[src/rtl/uart_pkg.sv]
// Types and constants shared by the UART receive path (sampler and frame FSM).
package uart_pkg;

   typedef enum logic [1:0] {
      IDLE  = 2'd0,
      START = 2'd1,
      BIT   = 2'd2
   } t_rx_samp_state;

   localparam int UART_DATA_BITS = 8;
   localparam int UART_IDX_W     = 4;

   function automatic logic maj3(input logic [2:0] v);
      return (v[0] & v[1]) | (v[0] & v[2]) | (v[1] & v[2]);
   endfunction

endpackage

[src/rtl/uart_tick_gen.sv]
// Baud divider: emits one tick every div+1 clocks; clr restarts the period.
module uart_tick_gen #(
   parameter int DIV_W = 16
) (
   input  logic             clk,
   input  logic             rst_n,
   input  logic             clr,
   input  logic [DIV_W-1:0] div,
   output logic             tick
);

   logic [DIV_W-1:0] div_cnt_q;
   logic [DIV_W-1:0] div_cnt_d;

   assign tick = (div_cnt_q == div);

   always_comb begin
      div_cnt_d = div_cnt_q + 1'b1;
      if (clr || tick) begin
         div_cnt_d = '0;
      end
   end

   always_ff @(posedge clk or negedge rst_n) begin
      if (!rst_n) begin
         div_cnt_q <= '0;
      end else begin
         div_cnt_q <= div_cnt_d;
      end
   end

endmodule

[src/rtl/uart_rx_sampler.sv]
// UART receive bit-timing front end: synchronise rx, qualify the start bit,
// majority-vote each bit around its centre and emit one strobe per frame bit.
module uart_rx_sampler
   import uart_pkg::*;
#(
   parameter int DIV_W       = 16,
   parameter int OVERSAMPLE  = 16,
   parameter int SYNC_STAGES = 2
) (
   input  logic                  clk,
   input  logic                  rst_n,
   input  logic                  rx_pin,
   input  logic                  enable,
   input  logic [DIV_W-1:0]      baud_div,
   input  logic                  parity_en,
   input  logic [1:0]            stop_bits,
   output logic                  bit_valid,
   output logic                  bit_data,
   output logic [UART_IDX_W-1:0] bit_idx,
   output logic                  frame_active,
   output logic                  start_glitch,
   output logic                  noise
);

   localparam int SUB_W = $clog2(OVERSAMPLE);
   localparam logic [SUB_W-1:0] POS_V1 = SUB_W'(OVERSAMPLE / 2 - 1);
   localparam logic [SUB_W-1:0] POS_V2 = SUB_W'(OVERSAMPLE / 2);
   localparam logic [SUB_W-1:0] POS_V3 = SUB_W'(OVERSAMPLE / 2 + 1);
   localparam logic [UART_IDX_W-1:0] LAST_BASE = UART_IDX_W'(UART_DATA_BITS + 1);

   logic [SYNC_STAGES-1:0] sync_q;
   logic [SYNC_STAGES-1:0] sync_d;
   logic                   rx_s;
   logic                   rx_prev_q;
   logic                   start_edge;

   t_rx_samp_state         state_q, state_d;
   logic [SUB_W-1:0]       sub_cnt_q, sub_cnt_d;
   logic [DIV_W-1:0]       div_lat_q, div_lat_d;
   logic                   par_en_q, par_en_d;
   logic                   stop2_q, stop2_d;
   logic [UART_IDX_W-1:0]  idx_q, idx_d;
   logic [1:0]             vote_q, vote_d;
   logic                   start_pend_q, start_pend_d;

   logic                   bit_valid_q, bit_valid_d;
   logic                   bit_data_q, bit_data_d;
   logic [UART_IDX_W-1:0]  bit_idx_q, bit_idx_d;
   logic                   glitch_q, glitch_d;
   logic                   noise_q, noise_d;

   logic                   tick;
   logic                   tick_clr;
   logic [2:0]             votes;
   logic [UART_IDX_W-1:0]  frame_last;

   assign sync_d     = {sync_q[SYNC_STAGES-2:0], rx_pin};
   assign rx_s       = sync_q[SYNC_STAGES-1];
   assign start_edge = ~rx_s & rx_prev_q;
   assign votes      = {vote_q, rx_s};
   assign frame_last = LAST_BASE
                       + {{(UART_IDX_W-1){1'b0}}, par_en_q}
                       + {{(UART_IDX_W-1){1'b0}}, stop2_q};

   uart_tick_gen #(
      .DIV_W (DIV_W)
   ) u_tick_gen (
      .clk   (clk),
      .rst_n (rst_n),
      .clr   (tick_clr),
      .div   (div_lat_q),
      .tick  (tick)
   );

   always_comb begin
      state_d      = state_q;
      sub_cnt_d    = sub_cnt_q;
      div_lat_d    = div_lat_q;
      par_en_d     = par_en_q;
      stop2_d      = stop2_q;
      idx_d        = idx_q;
      vote_d       = vote_q;
      start_pend_d = 1'b0;
      bit_valid_d  = 1'b0;
      bit_data_d   = bit_data_q;
      bit_idx_d    = bit_idx_q;
      glitch_d     = 1'b0;
      noise_d      = 1'b0;
      tick_clr     = 1'b0;

      case (state_q)
         IDLE: begin
            // start_pend covers an edge that arrived during the final stop strobe
            if (enable && (start_edge || start_pend_q)) begin
               state_d   = START;
               div_lat_d = baud_div;
               par_en_d  = parity_en;
               stop2_d   = (stop_bits == 2'd2);
               sub_cnt_d = '0;
               idx_d     = '0;
               tick_clr  = 1'b1;
            end
         end

         START: begin
            if (tick) begin
               if (sub_cnt_q == POS_V1) begin
                  if (rx_s) begin
                     glitch_d = 1'b1;
                     state_d  = IDLE;
                  end else begin
                     // the qualifying sample doubles as the first vote of the start bit
                     state_d   = BIT;
                     vote_d    = {vote_q[0], rx_s};
                     sub_cnt_d = POS_V2;
                  end
               end else begin
                  sub_cnt_d = sub_cnt_q + 1'b1;
               end
            end
         end

         BIT: begin
            if (tick) begin
               sub_cnt_d = sub_cnt_q + 1'b1;
               if ((sub_cnt_q == POS_V1) || (sub_cnt_q == POS_V2)) begin
                  vote_d = {vote_q[0], rx_s};
               end
               if (sub_cnt_q == POS_V3) begin
                  bit_valid_d = 1'b1;
                  bit_data_d  = maj3(votes);
                  noise_d     = ~((&votes) | ~(|votes));
                  bit_idx_d   = idx_q;
                  idx_d       = idx_q + 1'b1;
               end
            end
            if (bit_valid_q && (bit_idx_q == frame_last)) begin
               state_d      = IDLE;
               start_pend_d = start_edge;
            end
         end

         default: begin
            state_d = IDLE;
         end
      endcase
   end

   always_ff @(posedge clk or negedge rst_n) begin
      if (!rst_n) begin
         sync_q       <= '1;
         rx_prev_q    <= 1'b1;
         state_q      <= IDLE;
         sub_cnt_q    <= '0;
         div_lat_q    <= '0;
         par_en_q     <= 1'b0;
         stop2_q      <= 1'b0;
         idx_q        <= '0;
         vote_q       <= '0;
         start_pend_q <= 1'b0;
         bit_valid_q  <= 1'b0;
         bit_data_q   <= 1'b1;
         bit_idx_q    <= '0;
         glitch_q     <= 1'b0;
         noise_q      <= 1'b0;
      end else begin
         sync_q       <= sync_d;
         rx_prev_q    <= rx_s;
         state_q      <= state_d;
         sub_cnt_q    <= sub_cnt_d;
         div_lat_q    <= div_lat_d;
         par_en_q     <= par_en_d;
         stop2_q      <= stop2_d;
         idx_q        <= idx_d;
         vote_q       <= vote_d;
         start_pend_q <= start_pend_d;
         bit_valid_q  <= bit_valid_d;
         bit_data_q   <= bit_data_d;
         bit_idx_q    <= bit_idx_d;
         glitch_q     <= glitch_d;
         noise_q      <= noise_d;
      end
   end

   assign bit_valid    = bit_valid_q;
   assign bit_data     = bit_data_q;
   assign bit_idx      = bit_idx_q;
   assign start_glitch = glitch_q;
   assign noise        = noise_q;
   assign frame_active = (state_q != IDLE);

endmodule

[config.mk]
export PLATFORM = sky130hd
export DESIGN_NAME = uart_rx_sampler
export DESIGN_NICKNAME = d
export VERILOG_FILES = /design/src/rtl/uart_pkg.sv /design/src/rtl/uart_tick_gen.sv /design/src/rtl/uart_rx_sampler.sv
export SDC_FILE = /design/constraint.sdc
export NUM_CORES = 1
export LEC_CHECK = 0
export ABC_AREA = 1
export CAP_MARGIN = 20
export CORE_ASPECT_RATIO = 1.5
export CORE_UTILIZATION = 35
export DETAILED_ROUTE_END_ITERATION = 10
export SYNTH_ARGS = -nofsm -noshare
export SYNTH_HDL_FRONTEND = slang
export SYNTH_SLANG_ARGS = --single-unit
[constraint.sdc]
create_clock -name clk -period 2.7 [get_ports clk]
set_clock_uncertainty 0.05 [all_clocks]
set_input_delay 0.27 -clock clk [delete_from_list [all_inputs] [get_ports clk]]
set_output_delay 0.27 -clock clk [all_outputs]
set_load 0.05 [all_outputs]
==> results by group <==
Synth
  • Flops & latches, synth: between 50 and 60
  • Mapped Nets: 432
  • Dominant cells by area after synthesis: dfrtp_1 (44%), nand2_1 (17%), inv_1 (6.1%)
  • Distinct cells, synth: 33
  • Area leader, netlist: dfrtp_1
  • Top FF cell, synth: dfrtp_1
  • Sequential cell area fraction in the yosys report: 47.1%
  • EDFF count, synth: 0
  • Gate Count Post-Synth: around 400
  • Yosys warns: 0
  • Mean post-synth cell area: 7.76 um^2
  • Asr flop ratio synth: 100%
  • Post-synth top area share: 43.7%
  • Synthesized area: between 3000 and 4000 um^2

Global route
  • Initial antenna violation count: 0
  • Largest net degree at the start of global routing: 36
  • Grt ovf: 0
  • First-pass GRT wire length: between 10,000 and 15,000 um
  • Vias in the first global route: ~2.5k
  • Gr usage total: about 16%

Critical path
  • Crit path max-delay cell type: clkdlybuf4s50_1
  • Worst setup SP type: register
  • Required @ worst endpoint: roughly 2.4 ns
  • Crit-path max FO: 4
  • CP Cell Sequence: inv_1, ha_1, inv_1, clkdlybuf4s50_1
  • Peak per-stage delay on the critical path: 0.81 ns
  • Crit path max-delay family: buffers and inverters
  • Crit Path Category: register to primary output
  • Cell mode on critical path: inv_1
  • CP Capture Type: primary output
  • Buf+Inv Stages, Crit Path: 3
  • Worst EP arrival: 1.96 ns

CTS
  • CTS tree: built
  • Clock-pin slew on the worst setup and hold paths: approximately 0.050 ns
  • Root Buffer: clkbuf_16
  • Clock latency on the worst-skew pair: 0.33 ns
  • H-tree depth: 3
  • Clock Tree Buf Depth: 2
  • Sink Count: 58
  • Post-cts resize count: 0
  • Setup repair bufs after CTS: 0
  • Num CTS Buffers: 9

Floorplan
  • Std-Cell Core Area: approximately 8500 um^2
  • Die height: 117 um
  • Row Count: just over 40
  • Io pins: 32
  • Die area: between 9000 and 10,000 um^2
  • Initial core utilization: a little over a third
  • Die width: between 70 and 80 um

Detailed routing
  • Total wire length: approximately 6400 um
  • DR DRC count: 0
  • Vias post-DR: about 2.5k
  • Antenna Nets Post-Route: 0
  • Vias per cell: 4.63
  • First-pass DRT Iterations: 4
  • Routed len/inst: approximately 12 um
  • Initial DRC count: between 90 and 100

Place
  • Port Buf Inserts: 31
  • Final GP Congestion: approximately 0.81
  • Number of placed instances, taps included: 533
  • Post-DP HPWL: ~4800 um
  • Pre-CTS setup slack: ~0.77 ns

Min path
  • HP Class: input port to register

Flow run
  • Max_cap viols: 0

STA
  • Worst slew pin tran: 0.792 ns
  • Setup TNS Final: 0 ns
  • Fmax: ~0.44 GHz
  • Rel. slew slack: a little under half
  • Final hold viol count: 0
  • Setup ws final: 0.422 ns
  • Setup violators final: 0
  • Final period util: a little over four fifths
  • Min Tclk post-route: approximately 2.3 ns
  • Unrepaired setup endpoints after global routing: no
  • Slew Viols, Final: 0

Cells and area
  • Ratio of cells with drive above 1 in the final layout: between 7 and 8%
  • Area grow syn2layout: 22.7%
  • Nets: between 400 and 500
  • Fillcell total: about 850
  • Ant diodes: 0
  • Fin cells: 550

Power
  • Final Power: roughly 3500 uW
  • PwrDens: roughly 920 nW/um^2
  • Leak Pwr: ~0.0019 uW
  • Worst VDD drop: 0.673 mV

Outcome
  • Status: completed
==> cell families after synthesis <==
family                     count (synthesis)  share of synthesized area [%]
AOI/OAI and AO/OA                         35                           6.40
xor gates and xnor gates                   9                           2.55
adders and majority gates                 11                           4.46
buffers and inverters                     62                           8.55
DFF                                       58                           47.1
and+or+nand+nor                          223                           30.9
==> metal layers <==
| layer | global-route usage, % | wire length, um | part of all wire, % |
|---|---|---|---|
| met1 | 17.6 | 2760 | 43 |
| met2 | 29.0 | 3310 | 51 |
| met3 | 3.95 | 249 | 3.9 |
| met4 | 7.78 | 114 | 1.8 |
| met5 | 0 | 0 | 0 |
==> stage by stage <==
stage / hold slack, ns / util (%) / cell area (um^2)
global route: 0.311 / 44.8 / 3790
CTS: 0.300 / 44.8 / 3790
detailed placement: 0.308 / 41.5 / 3510
floorplan: -0.0756 / - / 3090
global placement: 0.314 / 41.5 / 3510
finish: 0.305 / 44.8 / 3790
==> registers in the layout, summed over array words and instances, names as in the netlist <==
signal	flops
sync_q	2
bit_data	1
par_en_q	1
start_pend_q	1
bit_valid	1
state_q	2
u_tick_gen.div_cnt_q	16
sub_cnt_q	4
rx_prev_q	1
vote_q	2
idx_q	4
noise	1
div_lat_q	16
bit_idx	4
start_glitch	1
stop2_q	1
==> final timing paths <==
check / slack [ns] / depth (start not counted) / from / endpoint
worst min register to register: 0.30 / 0 / sync_q[0]$_DFF_PN1_ / sync_q[1]$_DFF_PN1_
worst max-delay path: 0.42 / 4 / state_q[0]$_DFFE_PN0P_ / frame_active
worst min-delay path: 0.30 / 1 / rx_pin / sync_q[0]$_DFF_PN1_
worst max register to register: 0.77 / 9 / state_q[0]$_DFFE_PN0P_ / vote_q[1]$_DFFE_PN0P_
min in group asynchronous: 0.51 / 2 / rst_n / u_tick_gen.div_cnt_q[6]$_DFF_PN0_
max in group asynchronous: 1.36 / 3 / rst_n / sync_q[1]$_DFF_PN1_
==> power by group <==
| part | internal (uW) | switching [uW] | leakage [uW] |
|---|---|---|---|
| clock | 670 | 360 | 0.000131 |
| combinational | 444 | 733 | 0.000984 |
| sequential | 1100 | 173 | 0.000755 |
| total | 2220 | 1270 | 0.00187 |
==> layout make-up <==
class,count,area [um^2],area share [%]
flip-flops and latches,58,1460,38.4
multi-input cells,278,1370,36.1
repair buffers,35,338,8.91
clock buffers,16,272,7.16
inverters,56,223,5.87
well taps,107,134,3.53
==> repair_timing <==
action,CTS,global route
hold buffers,1,0
setup endpoints to repair,0,0
hold endpoints to repair,12,0
==> worst register-to-register path, delay by kind of cell (launching register included) <==
kind                     cells  cell delay, ns
AND/OR/NAND/NOR              4            0.35
AO/OA/AOI/OAI                2            0.30
flip-flops                   1            0.41
buffers and inverters        2            0.31
adder cells (fa/ha/maj)      1            0.41
==> Yosys cell counts (2+ instances only) <==
library cell / count
nor3b_1: 6
nand2_1: 137
nor2_1: 36
nand2_4: 3
nand3_1: 22
inv_1: 50
clkbuf_1: 3
nor3_1: 7
dfstp_2: 4
nand4_1: 2
inv_2: 4
nor2_2: 3
xor2_1: 8
o21ai_0: 23
nor4_1: 3
ha_1: 11
dfrtp_1: 54
a21oi_1: 7
==> cell usage in the layout (no fill, tap or decap), types with 2 or more instances in the layout <==
cell type,count
nand2_1,137
dfrtp_1,54
inv_1,50
nor2_1,36
clkdlybuf4s50_1,30
o21ai_0,23
nand3_1,22
ha_1,11
clkbuf_16,9
xor2_1,8
nor3_1,7
a21oi_1,7
nor3b_1,6
clkbuf_1,5
inv_2,4
dfstp_2,4
nor2_2,3
nand2_4,3
nor4_1,3
buf_4,3
nand4_1,2
clkbuf_8,2
(Power assumes the default switching activity.)
